## src/rtl/alu_issue_ctrl_if.sv

```systemverilog
// alu_issue_ctrl_if: request, ALU-operand and response bundle of the ALU issue controller
interface alu_issue_ctrl_if;
  logic        req0_valid, req0_ready, req0_un;
  logic        req1_valid, req1_ready, req1_un;
  logic [31:0] req0_x, req0_y, req1_x, req1_y;
  logic [3:0]  req0_s, req1_s;
  logic [31:0] alu_x, alu_y, alu_result;
  logic [3:0]  alu_s;
  logic        alu_un, alu_equal;
  logic        rsp_valid, rsp_ready, rsp_id, rsp_equal, rsp_illegal;
  logic [31:0] rsp_result;
  modport slave (
    input  req0_valid, req0_x, req0_y, req0_s, req0_un,
    input  req1_valid, req1_x, req1_y, req1_s, req1_un,
    output req0_ready, req1_ready,
    output alu_x, alu_y, alu_s, alu_un,
    input  alu_result, alu_equal,
    output rsp_valid, rsp_id, rsp_result, rsp_equal, rsp_illegal,
    input  rsp_ready
  );
  modport master (
    output req0_valid, req0_x, req0_y, req0_s, req0_un,
    output req1_valid, req1_x, req1_y, req1_s, req1_un,
    input  req0_ready, req1_ready,
    input  alu_x, alu_y, alu_s, alu_un,
    output alu_result, alu_equal,
    input  rsp_valid, rsp_id, rsp_result, rsp_equal, rsp_illegal,
    output rsp_ready
  );
endinterface

```

## src/rtl/alu_issue_ctrl.sv

```systemverilog
// alu_issue_ctrl: round-robin sharing of one combinational ALU with op-dependent settle time
module alu_issue_ctrl #(
  parameter int MUL_LAT = 2,
  parameter int DIV_LAT = 8
) (
  input logic clk,
  input logic rst,
  alu_issue_ctrl_if.slave bus
);
  typedef enum logic [1:0] {IDLE, EXEC, DONE} state_e;
  localparam logic [3:0] MUL_M1 = 4'(MUL_LAT - 1);
  localparam logic [3:0] DIV_M1 = 4'(DIV_LAT - 1);
  state_e state_q, state_d;
  logic [3:0] cnt_q, cnt_d, lat_m1, s_sel, alu_s_q, alu_s_d;
  logic [31:0] alu_x_q, alu_x_d, alu_y_q, alu_y_d, res_q, res_d;
  logic last_q, last_d, alu_un_q, alu_un_d, id_q, id_d, vld_q, vld_d, eq_q, eq_d, ill_q, ill_d;
  logic g1, acc, fin, rel, ill;
  always_comb begin
    g1 = bus.req1_valid & (~bus.req0_valid | ~last_q);
    acc = (state_q == IDLE) & (bus.req0_valid | bus.req1_valid);
    s_sel = g1 ? bus.req1_s : bus.req0_s;
    lat_m1 = (s_sel == 4'b0111 || s_sel == 4'b1000) ? MUL_M1 :
             (s_sel == 4'b1001 || s_sel == 4'b1010) ? DIV_M1 : 4'd0;
    fin = (state_q == EXEC) && (cnt_q == 4'd0);
    rel = (state_q == DONE) && bus.rsp_ready;
    ill = alu_s_q[3:2] == 2'b11;
    state_d = acc ? EXEC : fin ? DONE : rel ? IDLE : state_q;
    cnt_d = acc ? lat_m1 : (state_q == EXEC && cnt_q != 4'd0) ? cnt_q - 4'd1 : cnt_q;
    last_d = acc ? g1 : last_q;
    alu_x_d = acc ? (g1 ? bus.req1_x : bus.req0_x) : alu_x_q;
    alu_y_d = acc ? (g1 ? bus.req1_y : bus.req0_y) : alu_y_q;
    alu_s_d = acc ? s_sel : alu_s_q;
    alu_un_d = acc ? (g1 ? bus.req1_un : bus.req0_un) : alu_un_q;
    id_d = acc ? g1 : id_q;
    vld_d = fin ? 1'b1 : rel ? 1'b0 : vld_q;
    res_d = fin ? (ill ? 32'd0 : bus.alu_result) : res_q;
    eq_d = fin ? (~ill & bus.alu_equal) : eq_q;
    ill_d = fin ? ill : ill_q;
  end
  always_ff @(posedge clk) begin
    if (rst) begin
      state_q <= IDLE;
      cnt_q <= 4'd0;
      last_q <= 1'b1;
      alu_x_q <= 32'd0;
      alu_y_q <= 32'd0;
      alu_s_q <= 4'd0;
      alu_un_q <= 1'b0;
      id_q <= 1'b0;
      vld_q <= 1'b0;
      res_q <= 32'd0;
      eq_q <= 1'b0;
      ill_q <= 1'b0;
    end else begin
      state_q <= state_d;
      cnt_q <= cnt_d;
      last_q <= last_d;
      alu_x_q <= alu_x_d;
      alu_y_q <= alu_y_d;
      alu_s_q <= alu_s_d;
      alu_un_q <= alu_un_d;
      id_q <= id_d;
      vld_q <= vld_d;
      res_q <= res_d;
      eq_q <= eq_d;
      ill_q <= ill_d;
    end
  end
  assign bus.req0_ready = acc & ~g1;
  assign bus.req1_ready = acc & g1;
  assign bus.alu_x = alu_x_q;
  assign bus.alu_y = alu_y_q;
  assign bus.alu_s = alu_s_q;
  assign bus.alu_un = alu_un_q;
  assign bus.rsp_valid = vld_q;
  assign bus.rsp_id = id_q;
  assign bus.rsp_result = res_q;
  assign bus.rsp_equal = eq_q;
  assign bus.rsp_illegal = ill_q;
endmodule

```

## src/flat_wrapper.sv

```systemverilog
// flat-port wrapper written by rule: the top's interface ports become plain ports
module alu_issue_ctrl_flat 
#(
  parameter int MUL_LAT = 2,
  parameter int DIV_LAT = 8
)
  (clk, rst, bus_req0_valid, bus_req0_x, bus_req0_y, bus_req0_s, bus_req0_un, bus_req1_valid, bus_req1_x, bus_req1_y, bus_req1_s, bus_req1_un, bus_req0_ready, bus_req1_ready, bus_alu_x, bus_alu_y, bus_alu_s, bus_alu_un, bus_alu_result, bus_alu_equal, bus_rsp_valid, bus_rsp_id, bus_rsp_result, bus_rsp_equal, bus_rsp_illegal, bus_rsp_ready);
  alu_issue_ctrl_if bus_i ();
  input logic clk;
  input logic rst;
  input wire logic [$bits(bus_i.req0_valid)-1:0] bus_req0_valid;
  input wire logic [$bits(bus_i.req0_x)-1:0] bus_req0_x;
  input wire logic [$bits(bus_i.req0_y)-1:0] bus_req0_y;
  input wire logic [$bits(bus_i.req0_s)-1:0] bus_req0_s;
  input wire logic [$bits(bus_i.req0_un)-1:0] bus_req0_un;
  input wire logic [$bits(bus_i.req1_valid)-1:0] bus_req1_valid;
  input wire logic [$bits(bus_i.req1_x)-1:0] bus_req1_x;
  input wire logic [$bits(bus_i.req1_y)-1:0] bus_req1_y;
  input wire logic [$bits(bus_i.req1_s)-1:0] bus_req1_s;
  input wire logic [$bits(bus_i.req1_un)-1:0] bus_req1_un;
  output wire logic [$bits(bus_i.req0_ready)-1:0] bus_req0_ready;
  output wire logic [$bits(bus_i.req1_ready)-1:0] bus_req1_ready;
  output wire logic [$bits(bus_i.alu_x)-1:0] bus_alu_x;
  output wire logic [$bits(bus_i.alu_y)-1:0] bus_alu_y;
  output wire logic [$bits(bus_i.alu_s)-1:0] bus_alu_s;
  output wire logic [$bits(bus_i.alu_un)-1:0] bus_alu_un;
  input wire logic [$bits(bus_i.alu_result)-1:0] bus_alu_result;
  input wire logic [$bits(bus_i.alu_equal)-1:0] bus_alu_equal;
  output wire logic [$bits(bus_i.rsp_valid)-1:0] bus_rsp_valid;
  output wire logic [$bits(bus_i.rsp_id)-1:0] bus_rsp_id;
  output wire logic [$bits(bus_i.rsp_result)-1:0] bus_rsp_result;
  output wire logic [$bits(bus_i.rsp_equal)-1:0] bus_rsp_equal;
  output wire logic [$bits(bus_i.rsp_illegal)-1:0] bus_rsp_illegal;
  input wire logic [$bits(bus_i.rsp_ready)-1:0] bus_rsp_ready;
  assign bus_i.req0_valid = bus_req0_valid;
  assign bus_i.req0_x = bus_req0_x;
  assign bus_i.req0_y = bus_req0_y;
  assign bus_i.req0_s = bus_req0_s;
  assign bus_i.req0_un = bus_req0_un;
  assign bus_i.req1_valid = bus_req1_valid;
  assign bus_i.req1_x = bus_req1_x;
  assign bus_i.req1_y = bus_req1_y;
  assign bus_i.req1_s = bus_req1_s;
  assign bus_i.req1_un = bus_req1_un;
  assign bus_req0_ready = bus_i.req0_ready;
  assign bus_req1_ready = bus_i.req1_ready;
  assign bus_alu_x = bus_i.alu_x;
  assign bus_alu_y = bus_i.alu_y;
  assign bus_alu_s = bus_i.alu_s;
  assign bus_alu_un = bus_i.alu_un;
  assign bus_i.alu_result = bus_alu_result;
  assign bus_i.alu_equal = bus_alu_equal;
  assign bus_rsp_valid = bus_i.rsp_valid;
  assign bus_rsp_id = bus_i.rsp_id;
  assign bus_rsp_result = bus_i.rsp_result;
  assign bus_rsp_equal = bus_i.rsp_equal;
  assign bus_rsp_illegal = bus_i.rsp_illegal;
  assign bus_i.rsp_ready = bus_rsp_ready;
  alu_issue_ctrl #(.MUL_LAT(MUL_LAT), .DIV_LAT(DIV_LAT)) u_core (.clk(clk), .rst(rst), .bus(bus_i));
endmodule
```

## config.mk

```make
export PLATFORM = sky130hd
export DESIGN_NAME = alu_issue_ctrl_flat
export DESIGN_NICKNAME = d
export VERILOG_FILES = /design/src/rtl/alu_issue_ctrl_if.sv /design/src/rtl/alu_issue_ctrl.sv /design/src/flat_wrapper.sv
export SDC_FILE = /design/constraint.sdc
export NUM_CORES = 1
export LEC_CHECK = 0
export ABC_AREA = 1
export BUFFER_PORTS_ARGS = -buffer_cell sky130_fd_sc_hd__buf_2
export CORE_AREA = 2 2 84 166
export CTS_CLUSTER_DIAMETER = 200
export DETAILED_ROUTE_END_ITERATION = 8
export DIE_AREA = 0 0 86 168
export MAX_ROUTING_LAYER = met4
export PLACE_DENSITY = 0.77
export SYNTH_ARGS = -nofsm -noshare
export SYNTH_HDL_FRONTEND = slang
export SYNTH_SLANG_ARGS = --single-unit
```

## constraint.sdc

```tcl
create_clock -name clk -period 1.9 [get_ports clk]
set_input_delay 0.38 -clock clk [delete_from_list [all_inputs] [get_ports clk]]
set_output_delay 0.38 -clock clk [all_outputs]
set_load 0.005 [all_outputs]
```

## Word-level counts from Yosys, hierarchy flattened

Cells that the tools add are included.

| storage, ports and cells | value |
|---|---|
| flip-flop bits (word level) | 112 |
| RAM bits | 0 |
| ROM bits | 0 |
| bits in latches | 0 |
| memories kept | 0 |
| logic and storage cells | 58 |
| input bits | 176 |

| cells by class | value |
|---|---|
| reductions and logical operators | 12 |
| add/sub/neg operators | 1 |
| muxes and demuxes | 14 |
| order comparisons | 0 |
| divide/modulo/power cells | 0 |
| multiply operators | 0 |
| shift operators | 0 |
| eq/ne operators | 7 |
| bitwise logic cells | 11 |

Operators with widths:

| operator | count |
|---|---|
| $mux W32 | 3 |
| $mux W4 | 4 |
| $eq A4 B4 Y1 const B | 3 |
| $and A1 B1 Y1 | 5 |
| $eq A2 B2 Y1 const B | 2 |
| $eq A4 B3 Y1 const B | 1 |
| $logic_not A4 Y1 | 1 |
| $mux W1 | 4 |
| $mux W2 | 2 |
| $not A1 Y1 | 4 |
| $reduce_bool A2 Y1 | 2 |
| $reduce_bool A4 Y1 | 1 |
| $sub A4 B1 Y4 const B | 1 |
| $logic_and A1 B1 Y1 | 3 |
| $mux W3 | 1 |
| $reduce_bool A3 Y1 | 1 |
| $eq A2 B1 Y1 const B | 1 |
| $logic_not A2 Y1 | 1 |
| $logic_or A1 B1 Y1 | 2 |
| $or A1 B1 Y1 | 2 |
| $reduce_or A2 Y1 | 1 |

## Longest topological paths before layout

| depth | value |
|---|---|
| depth in word-level cells | 9 |
| gate-level depth with buffers | 10 |
| gate-level depth less buffers | 10 |

## Worst setup path before layout

No wires, ideal clock.

| timing path | value |
|---|---|
| path type | register to register |
| start point | register u_core.cnt_q[0] |
| end point | register u_core.res_q[0] (netlist: u_core.bus.rsp_result[0]) |
| data required time | 1,830 ps |
| path slack | 472 ps |
| stages on the path, launching flop included | 10 |
| setup time | 70 ps |
| buffers on the path | 1 |
| arrival time | 1,358 ps |
| clock period less this slack | 1,428 ps |
| cell sequence | dfxtp_1 inv_1 ha_1 inv_1 nor2_2 nand3_4 a21oi_4 buf_6 nand2_1 a21oi_1 |

| between the ends | value |
|---|---|
| cells in the longest elaborated chain, start to end | 2 |

RTL lines:

| item | RTL line | RTL |
|---|---|---|
| start: declaration | alu_issue_ctrl.sv:14 | `logic [3:0] cnt_q, cnt_d, lat_m1, s_sel, alu_s_q, alu_s_d;` |
| start signal: assignment | alu_issue_ctrl.sv:56 | `cnt_q <= cnt_d;` |
| $logic_not A4 Y1 | alu_issue_ctrl.sv:24 | `fin = (state_q == EXEC) && (cnt_q == 4'd0);` |
| $logic_and A1 B1 Y1 | alu_issue_ctrl.sv:24 |  |
| end signal: assignment | alu_issue_ctrl.sv:64 | `res_q <= res_d;` |
| end: declaration | alu_issue_ctrl.sv:15 | `logic [31:0] alu_x_q, alu_x_d, alu_y_q, alu_y_d, res_q, res_d;` |

Every way passes these cells.
A chain may end at the register's enable or synchronous reset.

## Worst setup path in the final report

| timing path | value |
|---|---|
| start point | register u_core.state_q[1] |
| end point | output port bus_req1_ready |

| between the ends | value |
|---|---|
| cells in the longest elaborated chain, start to end | 3 |

RTL lines:

| item | RTL line | RTL |
|---|---|---|
| start: declaration | alu_issue_ctrl.sv:13 | `state_e state_q, state_d;` |
| start signal: assignment | alu_issue_ctrl.sv:55 | `state_q <= state_d;` |
| $logic_not A2 Y1 | alu_issue_ctrl.sv:20 | `acc = (state_q == IDLE) & (bus.req0_valid \| bus.req1_valid);` |
| $and A1 B1 Y1 | alu_issue_ctrl.sv:20 |  |
| $and A1 B1 Y1 | alu_issue_ctrl.sv:70 | `assign bus.req1_ready = acc & g1;` |
| end: declaration | flat_wrapper.sv:22 | `output wire logic [$bits(bus_i.req1_ready)-1:0] bus_req1_ready;` |

Every way passes these cells.

==> flow_summary.toml <==
[final_layout]
drive_above_1_share_pct = 37.8
area_delta_synth_final_pct = 40.4
nFillCells = 1304
layout.nets = 1017

[power_and_ir_drop]
p_leak_nw = 3.03
power.share.clock_pct = 22.1
power_density_nw_per_um2 = 1290
max-vdd-ir-drop_v = 0.000595
p_sw_share_pct = 36.8
combPwrFrac_pct = 37.7
power_frac_seq_pct = 40.2
internal_power_w = 0.00514
p_switching_w = 0.00300

[setup_path]
crit_family = "simple AND/OR/NAND/NOR gates"
startpoint_type = "register"
r2r_start = "u_core.cnt_q[0]"
cp_slowest_stage_delay_ps = 350
critPathSlowestCell = "dfxtp_1"
cp_max_fo = 7
end_kind = "primary output"
ff2ff_setup_slack_ps = 280
arrival_ps = 1350
crit_chain = "nor2_2, o21ai_4, nor2_4, buf_2"
crit_required_ps = 1520
criticalPathCategory = "reg -> out"
crit_path_start = "u_core.state_q[1]"
cp.buffers_inverters = 1

[yosys]
synth_nets = 755
synthCells = 578
ys_ff_latch = 112
ys_types = 27
syn-cell-area_um2 = 4500
ys_warn_count = 0
ys_seq_area_share_pct = 49.8
syn_avg_cell_area_um2 = 7.78

[drt]
firstDrtPassIters = 5
route.detailed.drc = 0
drt-initial-drc-count = 184
via_per_inst = 4.97
post_drt_wl_per_cell_um = 15.0
routed_wl_um = 15000
vias = 4991
ant_nets = 0

[sta]
min_period_over_period_pct = 91.2
worstMarginPinSlew_ps = 372
fin_crit_ps = 1730
fin_worst_skew_ps = 8.79
hold_viol_final = 0
holdWs_ps = 273
fmax_ghz = 0.577
tns_ps = 0
report.final.setup_viol = 0
drv_slew = 0
slew_headroom_pct = 75.2
rsz0062_at_grt = "false"

[cts]
cts_root_buf = "clkbuf_16"
cts_resized = 0
cts_buffers = 9
cts.sinks = 112
cts_tree = "built"
clockBufferDepth = 2
clk_latency_ps = 340
postCtsHoldBufs = 0
htree_levels = 3
path_clk_slew_ps = 80
cts_setup_buffers = 0

[min_path]
hold_start = "bus_alu_result[9]"
hold_class = "in -> reg"

[die]
die_w_um = 86
fp-row-count = 60
pin_count = 283
initial_core_util_pct = 33.9
core-area_um2 = 13300
die_area_um2 = 14400
die_h_um = 168

[outcome]
outcome = "completed"

[placement]
io_buffers = 282
place.gp.congestion = 0.949
dp_hpwl_um = 11400

[global_route]
grt_antenna_before_repair = 6
grt_pass1_wl_um = 22600
overflow = 0
grt_max_degree = 65
grt_use_total_pct = 20.4
grt_pass1_vias = 4540

[run]
timing.max_cap.violations = 0
[power by group through the flow]
stage | Combinational, W | Clock, W | Sequential, W
after floorplan | 0.00186 | 0 | 0.00333
after CTS | 0.00309 | 0.00186 | 0.00327
after global routing | 0.00343 | 0.00193 | 0.00334
after global placement | 0.00304 | 0 | 0.00330
final | 0.00307 | 0.00180 | 0.00327
after detailed placement | 0.00309 | 0 | 0.00330
[area by class of cell]
class                   instances  area (um2)  share of cell area (%)
well taps                     155         194                    3.07
inverters                      14        52.6                   0.832
flip-flops and latches        112        2240                    35.5
diodes                          6        15.0                   0.238
clock buffers                  10         239                    3.79
clock inverters                 5        42.5                   0.674
multi-input cells             411        1960                    31.1
repair buffers                292        1560                    24.8
[Yosys cell counts]
library cell  number  area share [%]
nor3_1             2            0.22
nand2_1          227              19
o21ai_1            5            0.56
nand3b_1           2            0.33
a22oi_1           30             5.0
nand4_1            1            0.14
dfxtp_1          112              50
buf_2             11             1.2
nand3_1           10             1.1
o21ai_4            1            0.36
o21ai_0            7            0.78
nand3_4            1            0.39
a21oi_4            1            0.36
clkbuf_1          15             1.3
inv_2              2            0.17
a21oi_2            1            0.19
nand2_4            2            0.50
a31oi_1           66             9.2
buf_4              9             1.5
ha_1               1            0.28
o31ai_1            1            0.17
buf_6              6             1.5
nor2_2             3            0.42
a21oi_1            8            0.89
nor2_4             1            0.25
inv_1             12             1.0
nor2_1            41             3.4
[through the flow]
stage               cells  power (W)  util, %  worst slack [ps]  instance area [um2]
floorplan             578    0.00519        -               472                 4500
global placement      984    0.00633     45.3               281                 6020
detailed placement    984    0.00639     45.3               242                 6020
CTS                   999    0.00822     47.4               131                 6300
global route         1005    0.00869     47.5               104                 6310
finish               1005    0.00814     47.5               166                 6310
[metal layers]
layer  vias up  GRT usage (%)  part of all wire [%]
li1       2466              -                     -
met1      2198           23.6                    40
met2       311           33.4                    47
met3        16           6.42                    11
met4         0           6.00                   1.7
met5         -              -                     0
[tightest hold or removal path, cell delays in order]
cell and delay [ps]:
buf_2 80, a22oi_1 50, nor2_1 70
[path summary, 6_finish.rpt]
check	endpoint	cells past startpoint
worst max-delay path	bus_req1_ready	4
worst max register to register	u_core.bus.rsp_equal	9
worst min register to register	u_core.bus.rsp_result[1]	2
worst min-delay path	u_core.bus.rsp_result[9]	3
[cell families after synthesis]
kind of cell	synth area share (%)
AOI/OAI and AO/OA	17.5
adders and majority gates	0.278
and+or+nand+nor	25.7
DFF	49.8
buffers and inverters	6.65
[flip-flops by register name, indices dropped and copies added (netlist names)]
register	cells
u_core.bus.rsp_id	1
u_core.bus.alu_s	4
u_core.bus.rsp_equal	1
u_core.last_q	1
u_core.bus.alu_x	32
u_core.bus.alu_y	32
u_core.cnt_q	4
u_core.bus.alu_un	1
u_core.state_q	2
u_core.bus.rsp_illegal	1
u_core.bus.rsp_result	32
u_core.bus.rsp_valid	1
[layout by cell type, fill, tap and decap left out, types with 2 or more instances in the layout]
master and instances:
buf_2 281, nand2_1 227, dfxtp_1 112, a31oi_1 66, nor2_1 41, a22oi_1 30
inv_1 12, nand3_1 10, clkbuf_16 9, a21oi_1 8, o21ai_0 7, diode_2 6
buf_12 6, o21ai_1 5, buf_4 5, nor2_2 3, clkinv_4 3, nand2_4 2
a21oi_4 2, inv_2 2, nand3b_1 2, nor3_1 2
No activity file was read; power rests on OpenSTA's default activity.
